$ cat src/rtl/div_pkg.sv
// Shared definitions for the multi-cycle divide unit and the EX-stage decode
// that launches it.
package div_pkg;

  // Sequencer states: waiting for a divide, iterating, presenting the result.
  typedef enum logic [1:0] {
    IDLE = 2'd0,
    BUSY = 2'd1,
    DONE = 2'd2
  } div_state_t;

  // Native operand width of the MIPS datapath.
  localparam int DIV_WIDTH = 32;

  // Quotient reported when the divisor is zero.
  localparam logic [31:0] DIV0_QUOT = 32'hFFFF_FFFF;

  // alucontrol encodings shared with aludec, so EX decode of start/signed_div
  // can never drift from the main decoder.
  localparam logic [3:0] ALUCTRL_DIV  = 4'b1110;
  localparam logic [3:0] ALUCTRL_DIVU = 4'b1111;

endpackage

$ cat src/rtl/div_step.sv
// One restoring-division iteration: shift {rem, quo} left by one, then keep
// the trial difference when the divisor fits and record a quotient 1 bit.
module div_step
  import div_pkg::*;
#(
  parameter int WIDTH = DIV_WIDTH
) (
  input  logic [WIDTH:0]   rem,
  input  logic [WIDTH-1:0] quo,
  input  logic [WIDTH-1:0] divisor,
  output logic [WIDTH:0]   nextRem,
  output logic [WIDTH-1:0] nextQuo
);

  logic [WIDTH+1:0] shiftedRem;
  logic [WIDTH+1:0] trialDiff;

  // Shift, trial-subtract, and restore when the difference goes negative.
  always_comb begin
    shiftedRem = {rem, quo[WIDTH-1]};
    trialDiff  = shiftedRem - {2'b00, divisor};
    nextQuo    = {quo[WIDTH-2:0], 1'b0};
    nextRem    = shiftedRem[WIDTH:0];
    if (!trialDiff[WIDTH+1]) begin
      nextRem    = trialDiff[WIDTH:0];
      nextQuo[0] = 1'b1;
    end
  end

endmodule

$ cat src/rtl/div_sequencer.sv
// Execute-stage sequencer for DIV/DIVU: latches operand magnitudes, runs one
// restoring iteration per cycle, and stalls the pipeline until the signed-fixed
// {remainder, quotient} is ready for HI/LO.
module div_sequencer
  import div_pkg::*;
#(
  parameter int WIDTH = DIV_WIDTH
) (
  input  logic               clk,
  input  logic               rst,
  input  logic               start,
  input  logic               signed_div,
  input  logic               flush,
  input  logic [WIDTH-1:0]   opa,
  input  logic [WIDTH-1:0]   opb,
  output logic               stall_div,
  output logic               ready,
  output logic [2*WIDTH-1:0] result
);

  localparam int CW = $clog2(WIDTH);

  div_state_t       state;
  logic [WIDTH:0]   rem;
  logic [WIDTH-1:0] quo;
  logic [WIDTH-1:0] divisor;
  logic [CW-1:0]    count;
  logic             negRem;
  logic             negQuo;
  logic             isSigned;

  logic [WIDTH:0]   nextRem;
  logic [WIDTH-1:0] nextQuo;
  logic [WIDTH-1:0] absA;
  logic [WIDTH-1:0] absB;
  logic [WIDTH-1:0] fixQuo;
  logic [WIDTH-1:0] fixRem;

  // Operand magnitudes; unsigned divides pass the operands straight through.
  always_comb begin
    absA = opa;
    absB = opb;
    if (signed_div && opa[WIDTH-1]) absA = -opa;
    if (signed_div && opb[WIDTH-1]) absB = -opb;
  end

  // Sign correction applied to the final iteration's outputs as they are registered.
  always_comb begin
    fixQuo = nextQuo;
    fixRem = nextRem[WIDTH-1:0];
    if (isSigned && negQuo) fixQuo = -nextQuo;
    if (isSigned && negRem) fixRem = -nextRem[WIDTH-1:0];
  end

  div_step #(.WIDTH(WIDTH)) uStep (
    .rem     (rem),
    .quo     (quo),
    .divisor (divisor),
    .nextRem (nextRem),
    .nextQuo (nextQuo)
  );

  // Freeze the pipeline while a divide is being launched or is iterating.
  assign stall_div = ~flush & (((state == IDLE) & start) | (state == BUSY));

  // Control FSM and datapath registers; flush aborts without touching result.
  always_ff @(posedge clk) begin
    if (rst) begin
      state    <= IDLE;
      rem      <= '0;
      quo      <= '0;
      divisor  <= '0;
      count    <= '0;
      negRem   <= 1'b0;
      negQuo   <= 1'b0;
      isSigned <= 1'b0;
      ready    <= 1'b0;
      result   <= '0;
    end else if (flush) begin
      state <= IDLE;
      count <= '0;
      ready <= 1'b0;
    end else begin
      case (state)
        IDLE: begin
          ready <= 1'b0;
          if (start) begin
            if (opb == '0) begin
              result <= {opa, {WIDTH{1'b1}}};
              ready  <= 1'b1;
              state  <= DONE;
            end else begin
              rem      <= '0;
              quo      <= absA;
              divisor  <= absB;
              count    <= '0;
              negRem   <= opa[WIDTH-1];
              negQuo   <= opa[WIDTH-1] ^ opb[WIDTH-1];
              isSigned <= signed_div;
              state    <= BUSY;
            end
          end
        end
        BUSY: begin
          rem   <= nextRem;
          quo   <= nextQuo;
          count <= count + 1'b1;
          if (count == CW'(WIDTH - 1)) begin
            result <= {fixRem, fixQuo};
            ready  <= 1'b1;
            state  <= DONE;
          end
        end
        DONE: begin
          ready <= 1'b0;
          state <= IDLE;
        end
        default: begin
          ready <= 1'b0;
          state <= IDLE;
        end
      endcase
    end
  end

endmodule

$ cat config.mk
export PLATFORM = sky130hd
export DESIGN_NAME = div_sequencer
export DESIGN_NICKNAME = d
export VERILOG_FILES = /design/src/rtl/div_pkg.sv /design/src/rtl/div_step.sv /design/src/rtl/div_sequencer.sv
export SDC_FILE = /design/constraint.sdc
export NUM_CORES = 1
export LEC_CHECK = 0
export ABC_AREA = 1
export BUFFER_PORTS_ARGS = -buffer_cell sky130_fd_sc_hd__clkbuf_2
export CORE_ASPECT_RATIO = 0.7
export CORE_MARGIN = 2
export CORE_UTILIZATION = 49
export CTS_BUF_LIST = sky130_fd_sc_hd__clkbuf_8 sky130_fd_sc_hd__clkbuf_16
export DETAILED_ROUTE_END_ITERATION = 10
export GPL_TIMING_DRIVEN = 0
export MAX_ROUTING_LAYER = met4
export PLACE_DENSITY_LB_ADDON = 0.2
export SYNTH_ARGS = -nofsm -noshare
export SYNTH_HDL_FRONTEND = slang
export SYNTH_SLANG_ARGS = --single-unit
$ cat constraint.sdc
create_clock -name clk -period 4.5 [get_ports clk]
set_clock_uncertainty 0.15 [all_clocks]
set_input_delay 0.9 -clock clk [delete_from_list [all_inputs] [get_ports clk]]
set_output_delay 0.9 -clock clk [all_outputs]
set_load 0.01 [all_outputs]
### Yosys cells after proc, flatten, opt, wreduce, memory -nomap -nowiden

Cells that the tools add are included.

* flip-flop bits (word level): 172
* bits of input ports: 69
* output and inout port bits: 66
* logic and storage cells: 68

* add/subtract/negate cells: 6
* equality and inequality tests: 6
* mux-type cells: 27
* bitwise gates (word level): 6
* reductions and logical operators: 13

Operator list (count)
* $mux 32: 6
* $mux 64: 3
* $neg 32->32: 4
* $pmux 64 s2: 1
* $mux 33: 3
* $pmux 33 s2: 1
* $pmux 32 s2: 1
* $sub 34x32->34: 1
* $logic_not 32->1: 1
* $mux 5: 2
* $pmux 5 s2: 1
* $reduce_and 4->1: 2
* $mux 2: 3
* $add 5x1->5 const B: 1
* $eq 5x5->1 const B: 1
* $reduce_and 5->1: 1
* $logic_and 1x1->1: 4
* $mux 1: 4
* $ne 2x1->1 const B: 2
* $ne 2x2->1 const B: 2
* $pmux 2 s2: 1
* $reduce_and 3->1: 1
* $and 1x1->1: 2
* $eq 2x1->1 const B: 1
* other kinds (8): 9

### Logic depth before layout (Yosys ltp)

Gate-level depths: netlist of the first run.

* depth after elaboration: 6
* mapped depth: 30
* depth with buffers taken out: 29

### By module

From an unflattened synthesis of the first run, not the netlist that was laid out.

* cell total of the unflattened synthesis: 2668
* area, all modules: 14825.5 µm²

Modules (own cells, without submodules)
* div_sequencer: times used 1, cells each 1916, area an instance 11148.2 µm², sequential area each 3443.3 µm²
* div_step: times used 1, cells each 752, area an instance 3677.3 µm², sequential area each 0.0 µm²

### Worst setup path after synthesis of the first run

No wires, ideal clock.

* kind: register to register
* from: reg divisor[12]
* to: reg result[26]
* setup time: 0.117 ns
* data arrival time: 3.660 ns
* data required time: 4.233 ns
* setup slack: 0.572 ns
* stages on the path, launching flop included: 28
* path through: dfxtp_1 -> inv_1 -> ha_1 -> nand2_1 -> inv_2 -> a21oi_2 -> nor2_1 -> nor2_1 -> nand2_4 -> nand2_4 -> nand3_4 -> nand2_8 -> buf_6 -> ha_1 -> inv_1 -> nor3_1 -> nor3b_1 -> nand3_1 -> nor3_1 -> nand2_1 -> o21ai_0 -> o21ai_0 -> inv_1 -> o21ai_0 -> nand2_1 -> nand2_1 -> o221ai_1 -> inv_1

* cells in the longest elaborated chain, start to end: 6

Ends and longest elaborated chain
* start, declared: RTL line div_sequencer.sv:26 `logic [WIDTH-1:0] divisor;`
* start signal, assigned: RTL line div_sequencer.sv:95 `divisor <= absB;`
* $sub 34x32->34: RTL line div_step.sv:21 `trialDiff = shiftedRem - {2'b00, divisor};`
* $mux 1: RTL line div_step.sv:24 `if (!trialDiff[WIDTH+1]) begin`
* $neg 32->32: RTL line div_sequencer.sv:51 `if (isSigned && negQuo) fixQuo = -nextQuo;`
* $mux 32: RTL line div_sequencer.sv:51
* $mux 64: RTL line div_sequencer.sv:108 `if (count == CW'(WIDTH - 1)) begin`
* $pmux 64 s2: RTL line div_sequencer.sv:84 `case (state)`
* end signal, assigned: RTL line div_sequencer.sv:89 `result <= {opa, {WIDTH{1'b1}}};`
* end signal, assigned: RTL line div_sequencer.sv:109 `result <= {fixRem, fixQuo};`
* end, declared: RTL line div_sequencer.sv:18 `output logic [2*WIDTH-1:0] result`

No other way between the ends. The select of a mux whose other input is x is not followed.
A chain may end at the register's enable or synchronous reset.

### Final worst setup path of the first run

* from: reg divisor[29]
* to: reg result[26]

Same word-level chain as after synthesis.

==> flow_results.org, run 1 <==
** Outcome
- Result of the run :: finished, final reports clean

** STA
- The worst path uses 96.1% of the clock period.
- Final setup violation count :: 0
- Post-Route Hold Slack :: 0.322 ns
- The count of final hold-check violations is 0.
- Max frequency :: 0.231 GHz
- The worst path meets setup with 0.177 ns of slack.
- Final sum of negative setup slack :: 0 ns
- Measured slew at the worst slew-check pin :: 1.02 ns
- Headroom to the max-slew limit came out at 31.9%.
- The number of slew-limit violations in the final report came to 0.
- The smallest clock period supported by the final layout is computed as 4.32 ns.

** Routing
- Detailed Route Iter0 Violations :: 1,952
- The first TritonRoute pass finished after 6 iterations.
- Total vias in the final route :: 15,300
- Average wire length per cell after detail routing :: 20.8 µm
- Vias per std cell :: 5.81
- WL final :: 54,500 µm
- After detailed routing, the number of remaining DRC violations is 0.
- The detail route stage leaves a number of antenna-violating nets equal to 0.

** Die
- Area of the die :: 0.0277 mm²
- Horizontal die dimension :: 198 µm
- Std-Cell Core Area :: 0.0258 mm²
- Pin placement for this block handled 135 I/O pins.
- The die is 140 µm tall.
- Effective utilization at floorplan :: 50.1%
- Count of standard-cell rows :: 49

** CTS
- Buffer levels on the longest clock path :: 2
- TritonCTS clock tree :: built
- Root buffer selected by CTS :: clkbuf_16
- The tree built by TritonCTS fans out to 172 sinks.
- Number of H-tree levels :: 4
- The later pin in the worst-skew pair is clocked with a latency of 0.47 ns.
- Number of buffers created by CTS :: 17
- Post-CTS clock slew at the launch and capture registers of the worst setup and hold paths :: 0.08 ns
- Cts-stage hold buffer count :: 0

** Setup path
- Crit-path max FO :: 12
- Cell at the slowest stage of the critical path :: ha_1
- The worst setup path is launched from a flop.
- Setup crit end kind :: flop
- Data arrival at the endpoint of the critical path :: 4.54 ns
- In this design, the stage delay of the slowest critical-path cell is 0.38 ns.
- For flop-to-flop paths, the worst setup slack is 0.18 ns.
- Crit path required time :: 4.72 ns
- Crit Path Class :: reg2reg

** Global route
- The first global-routing pass estimated 79,300 µm of wire.
- After global routing the overflow that remains totals 0.
- Global routing used 39.7% of the available tracks across all layers.
- The number of antenna violations at the first check in global routing is 0.
- Entering global routing, the biggest net connects 19 pins.
- The via count of the first global-routing pass is 13,200.

** Cells and area
- At the end of the flow, the number of nets in the layout was 2,365.
- Summing all multi-input logic gate instances after layout gives 0.00851 mm².
- The sequential cells in the finished layout cover a total of 0.00344 mm².
- The library cell used most frequently in the layout, excluding fill and tap cells, is nand2_1.
- Non-Filler Instances :: 2,627
- Leaving out fill and tap cells, the most frequent cells in the layout are nand2_1, inv_1, o21ai_0, a21oi_1, nor2_1.
- Fill cell count :: 2,637
- Layout-stage area growth over the synthesis result :: 16.3%
- Share of layout cells above drive strength 1 :: 15.3%
- Antenna diode instance count :: 0

** Yosys
- When the netlist entered floorplanning its net count stood at 2,202.
- During synthesis, Yosys emitted a total of 0 warnings.
- After technology mapping, the gate count stands at 2,094.
- The synthesized design contains 172 register bits.
- Average cell area after synthesis :: 6.18 µm²
- Unique masters post-synth :: 54
- After synthesis the cells add up to 0.0129 mm².
- Of the synthesized area, sequential elements account for 26.6%.

** Placed design
- Total placed cells including tap cells :: 2,584
- Worst setup slack before clock tree synthesis :: -0.734 ns
- Final weighted congestion of routability-driven global placement :: 1.03
- Port-buffer cells :: 133
- Summed over all nets, the half-perimeter wirelength after detailed placement is 43,500 µm.

** Pwr
- Total Power Consumption :: 4460 µW
- IR analysis of the VDD net gives a maximum drop of 292 µV.
- In this run the static leakage power is 0.00717 µW.
- Dividing total power by cell area gives a power density of 296 mW/mm².

** Worst hold path
- Min-Delay Path Class :: reg2reg

** Flow run
- Number of maximum-capacitance constraint violations :: 0
[through the flow]
stage,instance area (µm²),utilization [%]
after floorplan,12900,-
after global placement,14100,54.4
after detailed placement,14100,54.4
after CTS,14700,56.8
after global routing,15100,58.3
final,15100,58.3
[Yosys cell counts (all sizes together)]
| cell | instances | area (µm²) |
|---|---|---|
| nand3 | 140 | 736 |
| or2 | 10 | 62.6 |
| a21o | 2 | 15.0 |
| xor2 | 33 | 289 |
| nand3b | 9 | 67.6 |
| clkbuf | 66 | 248 |
| o22ai | 2 | 12.5 |
| a31o | 1 | 8.76 |
| nor3b | 1 | 7.51 |
| dfxtp | 172 | 3440 |
| mux2i | 1 | 10.0 |
| nand4 | 16 | 100 |
| o221ai | 5 | 43.8 |
| a211oi | 18 | 135 |
| nand2 | 574 | 2390 |
| o21bai | 6 | 45.0 |
| inv | 246 | 923 |
| fa | 1 | 20.0 |
| a221oi | 1 | 8.76 |
| ha | 38 | 475 |
| buf | 18 | 151 |
| and2 | 1 | 6.26 |
| o211ai | 8 | 60.1 |
| xnor2 | 20 | 175 |
| o21ai | 224 | 1150 |
| nor3 | 38 | 195 |
| nor2 | 200 | 833 |
| a21boi | 1 | 7.51 |
| clkinv | 3 | 11.3 |
| o311ai | 2 | 17.5 |
| o31ai | 5 | 37.5 |
| and3 | 1 | 6.26 |
| o21a | 1 | 7.51 |
| nor4 | 9 | 56.3 |
| a31oi | 29 | 181 |
| a21oi | 192 | 995 |
[cells by family after synthesis]
family                   count (synthesis)  share of synthesized area, %
XOR/XNOR                                53                          3.59
AO/OA/AOI/OAI                          497                          21.1
flip-flops                             172                          26.6
adder cells (fa/ha/maj)                 39                          3.83
multiplexers                             1                        0.0774
AND/OR/NAND/NOR                        999                          34.5
buffers and inverters                  333                          10.3
[final timing paths]
| kind | from | to | cells after the start |
|---|---|---|---|
| worst max-delay path | divisor[29]$_SDFFE_PP0P_ | result[26]$_SDFFE_PP0P_ | 25 |
| worst min-delay path | result[17]$_SDFFE_PP0P_ | result[17]$_SDFFE_PP0P_ | 2 |
| worst max register to register | divisor[29]$_SDFFE_PP0P_ | result[26]$_SDFFE_PP0P_ | 25 |
| worst min register to register | result[17]$_SDFFE_PP0P_ | result[17]$_SDFFE_PP0P_ | 2 |
[state kept, by name, summed over array words and instances (netlist names), 2 cells and up]
| name | count |
|---|---|
| count | 5 |
| quo | 32 |
| divisor | 32 |
| state | 2 |
| rem | 33 |
| result | 64 |
[timing repair]
action	in CTS	in global routing
gates resized for setup	12	41
setup endpoints to repair	8	6
setup buffers	0	12
pin swaps	1	9
[layer usage]
metal  vias up  GRT usage [%]  share of wire, %  routed length (µm)
met1      7078           59.6                46               25200
li1       7228              -                 -                   -
met5         -              -                 0                   0
met3        59           13.1                14                7850
met2       898           50.1                38               20700
met4         0           8.75               1.5                 837
[critical path, delay by kind of cell, from the launching register on]
kind                     cells  cell delay [ns]
AO/OA/AOI/OAI                4             0.61
adder cells (fa/ha/maj)      2             0.57
buffers and inverters        4             0.32
flip-flops                   1             0.35
AND/OR/NAND/NOR             15             2.22
[cell type report]
cell class / instances / area share [%]
clock buffer: 17 / 2.83
timing repair buffer: 145 / 5.02
buffer: 83 / 2.58
sequential: 172 / 22.9
multi-input combinational: 1589 / 56.5
clock inverter: 15 / 0.998
inverter: 249 / 6.21
tap: 357 / 2.97
[where the power goes]
group / internal [µW] / switching (µW) / total, µW / leakage [µW]
Clock: 736 / 768 / 1500 / 0.000273
Sequential: 1590 / 57.2 / 1650 / 0.00140
Combinational: 395 / 913 / 1310 / 0.00550
Note: power is estimated with default switching activity, not from simulation.
==> run 2: changes to the inputs <==
- PLACE_DENSITY: default -> 0.73
- PLACE_DENSITY_LB_ADDON: 0.2 -> default
- TNS_END_PERCENT: default -> 10
==> run 2 against run 1 <==
Sequential share of layout area about the same. Total power barely moved. Global-route usage is 0.62 points higher. Die area did not move. Utilization barely moved. Combinational power about the same. Critical path type unchanged. Critical endpoint unchanged. Highest routed layer unchanged.
==> flow_results.org, run 2 (synthesized netlist as in run 1, its figures left out) <==
** Flow run
- Number of maximum-capacitance constraint violations :: 0

** Die
- For this design the top-level I/O count stands at 135.
- Die Span Y :: 140 µm
- For this configuration, the core starts out at a cell density of 50.1%.
- The die is 198 µm wide.
- Std-Cell Core Area :: 0.0258 mm²
- The die covers 0.0277 mm².
- In this run the core area contains 49 standard-cell rows.

** CTS
- Number of H-tree levels :: 4
- The number of clock buffers added by TritonCTS is 17.
- TritonCTS clock tree :: built
- Root buffer selected by CTS :: clkbuf_16
- Cts-stage hold buffer count :: 0
- Clock-pin slew was measured on the worst setup and hold paths at 0.08 ns.
- Buffer levels on the longest clock path :: 2
- The clock reaches the later pin of the worst-skew pair after 0.46 ns.
- The tree built by TritonCTS fans out to 172 sinks.

** Outcome
- Result of the run :: finished, final reports clean

** Routing
- Across all layers, the routed design uses 15,500 vias.
- Pre-antenna DRT Iters :: 7
- WL final :: 55,600 µm
- After detailed routing, the number of vias per cell comes to 5.91.
- For this run, design rule violations remaining after detail routing come to 0.
- Average wire length per cell after detail routing :: 21.2 µm
- Detailed Route Iter0 Violations :: 1,841
- The count of nets left with antenna violations once routing finished came out at 0.

** Placed design
- Port-buffer cells :: 133
- The placed instances occupy a cell area of 0.0141 mm².
- Detailed placement finished with a half-perimeter wire length of 43,900 µm.
- Final weighted congestion of routability-driven global placement :: 1.05

** Pwr
- Of the total power, registers draw 36.9%.
- In this run switching power makes up 38.3% of total power.
- Internal power :: 2750 µW
- The clock network is responsible for 33.6% of the overall power.
- Leak :: 0.00716 µW
- Total power per unit cell area :: 297 mW/mm²
- Worst supply voltage drop on vdd :: 253 µV
- Net switching power :: 1710 µW
- Fraction of power consumed by combinational cells :: 29.5%

** Setup path
- R2R depth :: 24
- Setup crit end kind :: flop
- Of all nets on the critical path, the largest fanout is 10.
- STA classifies the critical path startpoint as a flop.
- Data arrival at the endpoint of the critical path :: 4.50 ns
- By startpoint and endpoint, the worst setup path is classified as reg2reg.
- Crit path required time :: 4.71 ns

** Cells and area
- Fill cell count :: 2,617
- Nets :: 2,358
- Most common library cell in the layout ignoring fill and taps :: nand2_1
- Cell area after layout :: 0.0150 mm²
- The number of antenna diodes in the final layout is 0.
- In the final layout, the share of cells above drive strength 1 is 15.4%.
- Register name with the most flops :: result
- Commonest cells after routing, fill and taps aside :: nand2_1, inv_1, o21ai_0, a21oi_1, nor2_1
- The largest registers in the layout are result (64), rem (33).
- The register with the most flip-flops in the layout has 64 of them.
- Layout-stage area growth over the synthesis result :: 16.2%

** Global route
- Total GRT Usage :: 40.4%
- The first global-routing pass estimated 80,200 µm of wire.
- Number of antenna violations at the first check in global routing :: 0
- Maximum number of pins on one net before global-route repair :: 17
- The via count of the first global-routing pass was 13,300.
- Congestion Overflow GR :: 0

** STA
- Number of hold-slack violations in the final timing report :: 0
- Pins over their slew limit :: 0
- For the finished layout, the period the worst path requires is 4.28 ns.
- Final clock period utilization by the worst path :: 95.2%
- At the pin with the least slew margin, the transition time is 1.21 ns.
- Max frequency :: 0.233 GHz
- Final setup violation count :: 0
- The tightest hold path in the finished design has a slack of 0.317 ns.
- Tightest slew margin relative to the limit :: 19.2%

** Worst hold path
- The worst hold path was traced through 2 stages.
- The min-delay analysis places its worst path in the category reg2reg.
run 2: cell types whose count changed in the layout (fill, tap and decap cells not counted), sizes merged:
cell	change
buf	-7
bufinv	+1
clkinv	+1
clkinvlp	-1
inv	-1
run 2: final timing paths:
kind	to	start	slack, ns
worst max register to register	result[26]$_SDFFE_PP0P_	divisor[22]$_SDFFE_PP0P_	0.22
worst max-delay path	result[26]$_SDFFE_PP0P_	divisor[22]$_SDFFE_PP0P_	0.22
worst min-delay path	result[17]$_SDFFE_PP0P_	result[17]$_SDFFE_PP0P_	0.32
worst min register to register	result[17]$_SDFFE_PP0P_	result[17]$_SDFFE_PP0P_	0.32
run 2: worst max-delay path, cell delays in order, from the launching register on:
cell      delay (ns)
dfxtp_1         0.31
inv_1           0.15
ha_2            0.35
a21oi_2         0.20
o21a_1          0.14
nand2_1         0.10
a21oi_4         0.29
nand3_4         0.16
nand2_8         0.14
buf_6           0.16
ha_1            0.18
inv_1           0.05
nor3_2          0.13
nor3b_4         0.25
nand3_2         0.13
nor3_4          0.27
nand2_4         0.14
o21ai_4         0.18
o21ai_2         0.12
inv_1           0.09
o21ai_0         0.11
nand2_1         0.10
nand2_1         0.05
o221ai_1        0.16
inv_1           0.05
run 2: timing repair:
item	in CTS	in global routing
pin swaps	1	6
endpoints found under the hold margin	0	0
gates resized for setup	10	58
endpoints found under the setup margin	7	7
buffers inserted	0	4
run 2: layout make-up:
cell class | instances | area [µm²] | share of cell area [%]
inverters | 249 | 935 | 6.21
well taps | 357 | 447 | 2.97
plain buffers | 84 | 399 | 2.65
clock inverters | 15 | 140 | 0.932
clock buffers | 17 | 425 | 2.83
multi-input cells | 1589 | 8550 | 56.9
repair buffers | 137 | 696 | 4.63
flip-flops and latches | 172 | 3440 | 22.9
run 2: stage by stage:
step / worst slack, ns / cells / utilization (%) / setup TNS (ns) / total power (µW)
CTS: 0.0205 / 2616 / 56.8 / 0 / 4350
detailed placement: -0.717 / 2584 / 54.4 / -3.28 / 2870
global route: -0.0202 / 2620 / 58.3 / -0.0202 / 4640
floorplan: 0.572 / 2094 / - / 0 / 2460
finish: 0.216 / 2620 / 58.3 / 0 / 4460
global placement: -0.572 / 2584 / 54.4 / -2.45 / 2860
run 2: per-layer routing:
metal	vias to the layer above	part of all wire, %	GRT usage, %
li1	7213	-	-
met1	7213	46	59.3
met2	962	37	49.7
met3	84	15	16.9
met4	0	1.7	8.75
met5	-	0	-
run 2: power by group through the flow:
| stage | Sequential, µW | Clock (µW) | Combinational [µW] |
|---|---|---|---|
| after floorplan | 1670 | 0 | 797 |
| after global placement | 1670 | 0 | 1190 |
| after detailed placement | 1680 | 0 | 1200 |
| after CTS | 1640 | 1490 | 1210 |
| after global routing | 1650 | 1560 | 1420 |
| final | 1650 | 1500 | 1320 |
